<file path="config.mk">
export PLATFORM = sky130hd
export DESIGN_NAME = pio_channel_arbiter
export DESIGN_NICKNAME = d
export VERILOG_FILES = /design/src/rtl/pio_channel_arbiter.sv
export SDC_FILE = /design/constraint.sdc
export NUM_CORES = 1
export LEC_CHECK = 0
export ABC_AREA = 1
export CAP_MARGIN = 20
export CORE_AREA = 2 2 92 94
export DETAILED_ROUTE_END_ITERATION = 12
export DIE_AREA = 0 0 94 96
export PLACE_DENSITY = 0.84
export SYNTH_ARGS = -nofsm -noshare
export SYNTH_HDL_FRONTEND = slang
export SYNTH_SLANG_ARGS = --single-unit
export TNS_END_PERCENT = 5
</file>
<file path="constraint.sdc">
create_clock -name clk_clk -period 4.9 [get_ports clk_clk]
set_input_delay 0.735 -clock clk_clk [delete_from_list [all_inputs] [get_ports clk_clk]]
set_output_delay 0.735 -clock clk_clk [all_outputs]
set_load 0.005 [all_outputs]
</file>
<file path="src/rtl/pio_channel_arbiter.sv">
// rtl/pio_channel_arbiter.sv - round-robin channel arbiter publishing one sample word to the HPS parallel-input port
// Three-state flow: IDLE picks a channel, GRANT strobes ch_ready for one cycle, HOLD keeps the word stable.
module pio_channel_arbiter #(
  parameter int NUM_CH      = 4,
  parameter int DATA_W      = 24,
  parameter int HOLD_CYCLES = 16
) (
  input  logic                     clk_clk,
  input  logic                     reset_reset,
  input  logic                     enable,
  input  logic [NUM_CH-1:0]        ch_valid,
  input  logic [NUM_CH*DATA_W-1:0] ch_data,
  output logic [NUM_CH-1:0]        ch_ready,
  output logic [31:0]              pp_in_axi_export,
  output logic                     xfer_pulse,
  output logic                     busy
);

  localparam int CW = $clog2(NUM_CH);
  localparam int SW = CW + 1;
  localparam logic [SW-1:0] NUM_CH_W = SW'(NUM_CH);

  typedef enum logic [1:0] {
    S_IDLE,
    S_GRANT,
    S_HOLD
  } state_t;

  state_t            state_q, state_d;
  logic [CW-1:0]     last_q, last_d;
  logic [CW-1:0]     gnt_q, gnt_d;
  logic [NUM_CH-1:0] ready_q, ready_d;
  logic [31:0]       word_q, word_d;
  logic [2:0]        seq_q, seq_d;
  logic              pulse_q, pulse_d;
  logic [15:0]       cnt_q, cnt_d;

  logic [SW-1:0]     rr_sum;
  logic [CW-1:0]     rr_try;
  logic [CW-1:0]     rr_idx;
  logic              rr_hit;
  logic [DATA_W-1:0] gnt_data;
  logic [23:0]       data_ext;

  // Walk offsets from farthest to nearest so the channel closest after last_q wins.
  always_comb begin
    rr_hit = 1'b0;
    rr_idx = '0;
    rr_sum = '0;
    rr_try = '0;
    for (int i = NUM_CH; i >= 1; i--) begin
      rr_sum = {1'b0, last_q} + SW'(i);
      if (rr_sum >= NUM_CH_W) begin
        rr_sum = rr_sum - NUM_CH_W;
      end
      rr_try = rr_sum[CW-1:0];
      if (ch_valid[rr_try]) begin
        rr_hit = 1'b1;
        rr_idx = rr_try;
      end
    end
  end

  always_comb begin
    gnt_data = '0;
    for (int c = 0; c < NUM_CH; c++) begin
      if (CW'(c) == gnt_q) begin
        gnt_data = ch_data[c*DATA_W +: DATA_W];
      end
    end
    data_ext = '0;
    data_ext[DATA_W-1:0] = gnt_data;
  end

  always_comb begin
    state_d = state_q;
    last_d  = last_q;
    gnt_d   = gnt_q;
    ready_d = '0;
    word_d  = word_q;
    seq_d   = seq_q;
    pulse_d = 1'b0;
    cnt_d   = cnt_q;
    case (state_q)
      S_IDLE: begin
        if (enable && rr_hit) begin
          gnt_d   = rr_idx;
          ready_d = NUM_CH'(1) << rr_idx;
          state_d = S_GRANT;
        end
      end
      S_GRANT: begin
        // A withdrawn request leaves every published field and last_q untouched.
        if (ch_valid[gnt_q]) begin
          word_d  = {~word_q[31], seq_q, 4'(gnt_q), data_ext};
          seq_d   = seq_q + 3'd1;
          last_d  = gnt_q;
          pulse_d = 1'b1;
          cnt_d   = 16'(HOLD_CYCLES - 1);
          state_d = S_HOLD;
        end else begin
          state_d = S_IDLE;
        end
      end
      S_HOLD: begin
        if (cnt_q == 16'd0) begin
          state_d = S_IDLE;
        end else begin
          cnt_d = cnt_q - 16'd1;
        end
      end
      default: state_d = S_IDLE;
    endcase
  end

  always_ff @(posedge clk_clk or posedge reset_reset) begin
    if (reset_reset) begin
      state_q <= S_IDLE;
      last_q  <= CW'(NUM_CH - 1);
      gnt_q   <= '0;
      ready_q <= '0;
      word_q  <= '0;
      seq_q   <= '0;
      pulse_q <= 1'b0;
      cnt_q   <= '0;
    end else begin
      state_q <= state_d;
      last_q  <= last_d;
      gnt_q   <= gnt_d;
      ready_q <= ready_d;
      word_q  <= word_d;
      seq_q   <= seq_d;
      pulse_q <= pulse_d;
      cnt_q   <= cnt_d;
    end
  end

  assign ch_ready         = ready_q;
  assign pp_in_axi_export = word_q;
  assign xfer_pulse       = pulse_q;
  assign busy             = (state_q != S_IDLE);

endmodule

</file>
==> results of run 1 <==
-- state kept, by name, summed over array words and instances, names as in the netlist --
name	flops
last_q	2
xfer_pulse	1
cnt_q	16
state_q	2
pp_in_axi_export	30
ch_ready	4
gnt_q	2
seq_q	3
-- per-stage QoR --
step	instance area, um^2	power (W)	setup slack [ns]	std cells	hold WS [ns]
after floorplan	3360	0.00154	2.68	467	0.441
after global placement	4800	0.00201	2.28	694	0.467
after detailed placement	4800	0.00206	2.20	694	0.473
after CTS	5000	0.00250	2.19	710	0.489
after global routing	5000	0.00269	1.87	710	0.513
final	5000	0.00250	2.16	710	0.480
-- kinds of logic after synthesis --
family | Yosys count
AO/OA/AOI/OAI | 67
adder cells (fa/ha/maj) | 2
AND/OR/NAND/NOR | 273
flip-flops | 60
XOR/XNOR | 13
other | 1
buffers and inverters | 50
-- layer usage --
layer,vias up,wire (um)
met4,0,235
met1,1625,3700
met5,-,0
li1,1762,-
met3,19,594
met2,141,4870
-- area by class of cell --
type,instances,area (um^2)
Fill cell,699,3050
Multi-Input combinational cell,357,1650
Sequential cell,60,1500
Timing Repair Buffer,142,1410
Clock buffer,15,166
Tap cell,105,131
Inverter,30,113
Clock inverter,1,30.0
-- how the worst max path moves through the flow --
stage                        to  slack (ns)  cells after the start
floorplan           ch_ready[0]        2.68                      1
global placement       seq_q[2]        2.28                      8
detailed placement     seq_q[2]        2.20                     10
CTS                    seq_q[2]        2.19                     10
global route           seq_q[2]        1.87                     10
finish                 seq_q[2]        2.16                     10
-- power by group --
part	switching (W)	leakage (nW)	total [W]	internal, W
sequential	0.000116	0.772	0.000788	0.000672
combinational	0.000702	1.54	0.00127	0.000566
clock	0.000181	0.0979	0.000445	0.000264
total	0.00100	2.41	0.00250	0.00150
-- cells in the final DEF (no fill, tap or decap), types with 4 or more instances in the layout --
cell type / Yosys / final
xnor2_1: 5 / 5
clkbuf_8: 0 / 11
inv_1: 26 / 25
clkbuf_1: 9 / 4
a221oi_1: 24 / 24
nand3_1: 11 / 11
nand2_1: 211 / 211
nor2_1: 45 / 42
buf_4: 3 / 4
o21ai_0: 10 / 10
dfrtp_1: 58 / 58
a21oi_1: 5 / 5
clkdlybuf4s50_1: 0 / 138
o21ai_1: 25 / 25
nor2_2: 1 / 4
xor2_1: 8 / 8
==> summary.md, run 1 <==
| Metric | Value |
|---|---|
| Critical path cell sequence | `inv_1 -> nor2_2 -> a22oi_1 -> nand2_1 -> nand2_2 -> buf_4 -> inv_2 -> nand2_1 -> nand2_1 -> nand2_1` |
| Cell mode on critical path | `nand2_1` |
| GR Util met1 | `23.8%` |
| Port Buffers | `138` |
| Die area | `0.00902 mm^2` |
| Worst EP arrival | `2.96 ns` |
| Clk Tree Root Cell | `clkbuf_8` |
| CP peak stage delay | `0.77 ns` |
| Gr ovfl total | `0` |
| Clock transition at the registers of the reported paths | `0.07 ns` |
| Synth Area in Simple Gates | `31.5%` |
| Min-delay src | `pp_in_axi_export[31]` |
| Post-synth top cells | `211 x nand2_1, 58 x dfrtp_1, 45 x nor2_1, 26 x inv_1, 25 x o21ai_1` |
| Final setup viols | `0` |
| Top-count cell post-synth | `nand2_1` |
| Yosys top cell area share | `43.2%` |
| Syn-to-layout area delta | `48.9%` |
| Clock Skew | `0.00574 ns` |
| Vias per cell | `5.00` |
| Initial Utilization | `41.7%` |
| Critical Path Source | `gnt_q[1]` |
| Postcts setup bufs | `0` |
| Met3 Use GR | `5.48%` |
| First-pass GRT wire length | `15,200 um` |
| Setup crit end kind | `flop` |
| CP max FO | `42` |
| Final hold violations | `0` |
| CTS tree | `built` |
| Number of library cell types mapped by synthesis | `27` |
| Cts bufs inserted | `9` |
| DRC | `0` |
| Hold buffers post-CTS | `0` |
| Die H | `96 um` |
| PD cells | `500 mW/mm^2` |
| WHS Endpoint | `pp_in_axi_export[31]` |
| Worst hold path type | `flop to flop` |
| F_max | `0.365 GHz` |
| Tot GR Track Use | `21.4%` |
| Hpwl dp | `7260 um` |
| Worst VDD drop | `0.000217 V` |
| Vias | `3,547` |
| Seq/Total Area, Yosys | `44.8%` |
| Placer Congestion | `0.892` |
| Post-route ant nets | `0` |
| I/O pins | `141` |
| Slowest-stage cell, CP | `nor2_2` |
| Core Rows | `33` |
| Worst r2r src | `gnt_q[1]` |
| Complex-gate fraction of the synthesized area | `12.9%` |
| Post-Route WL | `9400 um` |
| Number of global-route vias before repair | `3,383` |
| CP Launch Type | `flop` |
| XOR/XNOR Fraction of Synth Area | `3.39%` |
| Syn. warnings | `0` |
| FF+latch count, synth | `60` |
| Status | `finished clean` |
| Setup slack, reg-to-reg | `2.16 ns` |
| DRT Pass-1 Iters | `5` |
| LEAKAGE | `2.41 nW` |
| Syn Inst Count | `466` |
| Worst-Margin Slew | `1.01 ns` |
| Clk Latency, worst-skew pair | `0.33 ns` |
| Fin Setup TNS | `0 ns` |
| Core box area | `0.00805 mm^2` |
| Max cap viols | `0` |
| Hold path depth | `1` |
| Post-synth top flop | `dfrtp_1` |
| Mux cell area share after synthesis | `0%` |
| Antenna cells | `0` |
| Clock Tree Buf Depth | `2` |
| Max-slew headroom | `32.6%` |
| Main combinational cell family by area after synthesis | `simple AND/OR/NAND/NOR gates` |
| Tmin final | `2.74 ns` |
| Initial DRC count | `226` |
| M2 GR Usage | `39.1%` |
| Layer with the highest usage | `met2` |
| Resize count post-CTS | `0` |
| Area leader, netlist | `dfrtp_1` |
| Sink Count | `60` |
| Fin crit share | `55.9%` |
| Syn Std Cell Area | `0.00336 mm^2` |
| Asr flop ratio synth | `100%` |
| Final Max Tran Viols | `0` |
| Die W | `94 um` |
| Initial antenna violation count | `0` |
| CTS H-tree lvls | `3` |
| CP Class | `flop to flop` |
| Syn avg cell area | `7.21 um^2` |
| Layout cell share with drive strength beyond 1 | `4.63%` |
| # nets final | `705` |
| Wire per inst | `13.2 um` |
| Critical path buffers and inverters | `3` |
| Top delay family on crit path | `simple AND/OR/NAND/NOR gates` |
| Largest net degree at the start of global routing | `43` |
| R2R depth | `10` |
| Post-synth EDFFs | `0` |
| Ranking of synthesized cells by area | `dfrtp_1 43%, nand2_1 24%, a221oi_1 6.3%, nor2_1 5.0%, o21ai_1 3.7%` |
| RSZ-0062 raised after global routing | `no` |
| CP Data Required Time | `5.12 ns` |
| Adder-cell share of the synthesized area | `0.745%` |
| Reg-to-reg endpoint | `seq_q[2]` |
| Final core area utilization | `62.1%` |
Note: power is estimated with default switching activity, not from simulation.
==> run 2, diff against run 1 <==
==> constraint.sdc (replaced) <==
create_clock -name clk_clk -period 2.6 [get_ports clk_clk]
set_input_delay 0.39 -clock clk_clk [delete_from_list [all_inputs] [get_ports clk_clk]]
set_output_delay 0.39 -clock clk_clk [all_outputs]
set_load 0.005 [all_outputs]
==> summary.md, run 2 (same netlist as run 1, synthesis figures left out) <==
| Metric | Value |
|---|---|
| Final setup viols | `0 (unchanged)` |
| Number of global-route vias before repair | `3,655 (+8.0%)` |
| Non-Filler Instances | `709 (-0.14%)` |
| Die area | `0.00902 mm^2 (unchanged)` |
| Worst-Margin Slew | `0.622 ns (-0.388 ns)` |
| DRC | `0 (unchanged)` |
| I/O pins | `141 (unchanged)` |
| Fin Setup TNS | `0 ns (unchanged)` |
| Slowest-stage cell, CP | `nor2_4` |
| Clock Skew | `0.00628 ns (+0.000548 ns)` |
| Sink Count | `60 (unchanged)` |
| Setup slack, reg-to-reg | `0.44 ns (-1.72 ns)` |
| RSZ-0062 raised after global routing | `no` |
| Antenna cells | `0 (unchanged)` |
| Postcts setup bufs | `0 (unchanged)` |
| Placed cells | `693 (-0.14%)` |
| Hpwl dp | `7220 um (-0.56%)` |
| Core box area | `0.00805 mm^2 (unchanged)` |
| Commonest cells after routing, fill and taps aside | `211 x nand2_1, 138 x clkdlybuf4s50_1, 58 x dfrtp_1` |
| Vias | `3,556 (+0.25%)` |
| CTS tree | `built` |
| CP Data Required Time | `2.83 ns (-2.29 ns)` |
| Final hold violations | `0 (unchanged)` |
| Post-route ant nets | `0 (unchanged)` |
| Clk Tree Root Cell | `clkbuf_8` |
| Cell mode on critical path | `nand2_1` |
| DRT Pass-1 Iters | `5 (unchanged)` |
| Worst VDD drop | `0.000391 V (+80%)` |
| Initial antenna violation count | `0 (unchanged)` |
| Syn-to-layout area delta | `51.4%` |
| Max cap viols | `0 (unchanged)` |
| CTS H-tree lvls | `3 (unchanged)` |
| Clock Tree Buf Depth | `2 (unchanged)` |
| LEAKAGE | `2.44 nW (+1.6%)` |
| Initial Utilization | `41.7% (unchanged)` |
| CP peak stage delay | `0.50 ns (-0.27 ns)` |
| Port Buffers | `138 (unchanged)` |
| Die H | `96 um (unchanged)` |
| Placer Congestion | `0.935 (+4.9%)` |
| Core Rows | `33 (unchanged)` |
| CP max FO | `61 (+45%)` |
| Clock transition at the registers of the reported paths | `0.06 ns (about the same)` |
| Critical path cell sequence | `inv_1 -> nor2_4 -> a22oi_1 -> nand2_1 -> nand2_2 -> buf_12 -> inv_2 -> nand2_1 -> nand2_1 -> nand2_1` |
| Vias per cell | `5.02 (+0.40%)` |
| First-pass GRT wire length | `15,700 um (+3.5%)` |
| CP Launch Type | `flop` |
| Layout cell share with drive strength beyond 1 | `4.97% (+0.34 points)` |
| Initial DRC count | `167 (-26%)` |
| CP Class | `flop to flop` |
| Largest net degree at the start of global routing | `62 (+44%)` |
| Cts bufs inserted | `9 (unchanged)` |
| Post-Route WL | `9530 um (+1.4%)` |
| Setup crit end kind | `flop` |
| Gr ovfl total | `0 (unchanged)` |
| Max FFs per register | `30 (unchanged)` |
| Worst hold path type | `primary input to async pin` |
| Tot GR Track Use | `22.2% (+0.77 points)` |
| Clk Latency, worst-skew pair | `0.33 ns (about the same)` |
| F_max | `0.462 GHz (+27%)` |
| Fin crit share | `83.2% (+27 points)` |
| Die W | `94 um (unchanged)` |
| Tmin final | `2.16 ns (-0.575 ns)` |
| PD cells | `974 mW/mm^2 (+95%)` |
| Final core area utilization | `63.2% (+1.1 points)` |
| Final Max Tran Viols | `0 (unchanged)` |
| Max-slew headroom | `58.4% (+26 points)` |
| # nets final | `704 (-0.14%)` |
| Wire per inst | `13.4 um (+1.6%)` |
| Worst EP arrival | `2.39 ns (-0.57 ns)` |
| Commonest non-fill, non-tap cell in the layout | `nand2_1` |
| Status | `finished clean` |
-- run 2: final timing paths --
| kind | cells after the start | endpoint | from |
|---|---|---|---|
| hold reg to reg | 2 | pp_in_axi_export[7] | pp_in_axi_export[7] |
| min in group clk_clk | 2 | pp_in_axi_export[7] | pp_in_axi_export[7] |
| setup / recovery | 10 | seq_q[2] | gnt_q[0] |
| max in group asynchronous | 3 | last_q[1] | reset_reset |
| hold / removal | 2 | cnt_q[13] | reset_reset |
| setup reg to reg | 10 | seq_q[2] | gnt_q[0] |
-- run 2: critical path: cells and delay by family (launching register included) --
family          cells  cell delay [ns]
compound gates      1             0.15
buf+inv             3             0.49
flops               1             0.48
simple gates        6             0.89
-- run 2: timing repair --
item / 4_1_cts / 5_1_grt
gates resized for setup: 0 / 3
hold buffers: 0 / 0
endpoints found under the setup margin: 0 / 13
-- run 2: final cells by class --
| cell class | instances | area (um^2) |
|---|---|---|
| clock inverters | 4 | 95.1 |
| clock buffers | 12 | 155 |
| well taps | 105 | 131 |
| flip-flops and latches | 60 | 1500 |
| fillers | 687 | 2960 |
| inverters | 30 | 113 |
| multi-input cells | 357 | 1660 |
| repair buffers | 141 | 1430 |
-- run 2: power breakdown --
part / internal (W) / switching [W]
logic: 0.00108 / 0.00133
registers: 0.00127 / 0.000233
clock network: 0.000688 / 0.000353
total: 0.00303 / 0.00192
-- run 2: per-layer routing --
layer	vias up	part of all wire, %	GRT usage (%)
met2	136	52	41.6
met1	1646	39	23.2
li1	1758	-	-
met3	16	7.2	6.66
met4	0	1.9	9.06
met5	-	0	0
-- run 2: metrics by stage --
step / worst slack [ns] / hold WS (ns) / cell area (um^2) / total power [W]
floorplan: 0.729 / 0.441 / 3360 / 0.00289
finish: 0.436 / 0.437 / 5090 / 0.00495
detailed placement: 0.180 / 0.474 / 4820 / 0.00390
global route: 0.238 / 0.487 / 5090 / 0.00532
CTS: 0.178 / 0.448 / 5070 / 0.00496
global placement: 0.325 / 0.464 / 4820 / 0.00378
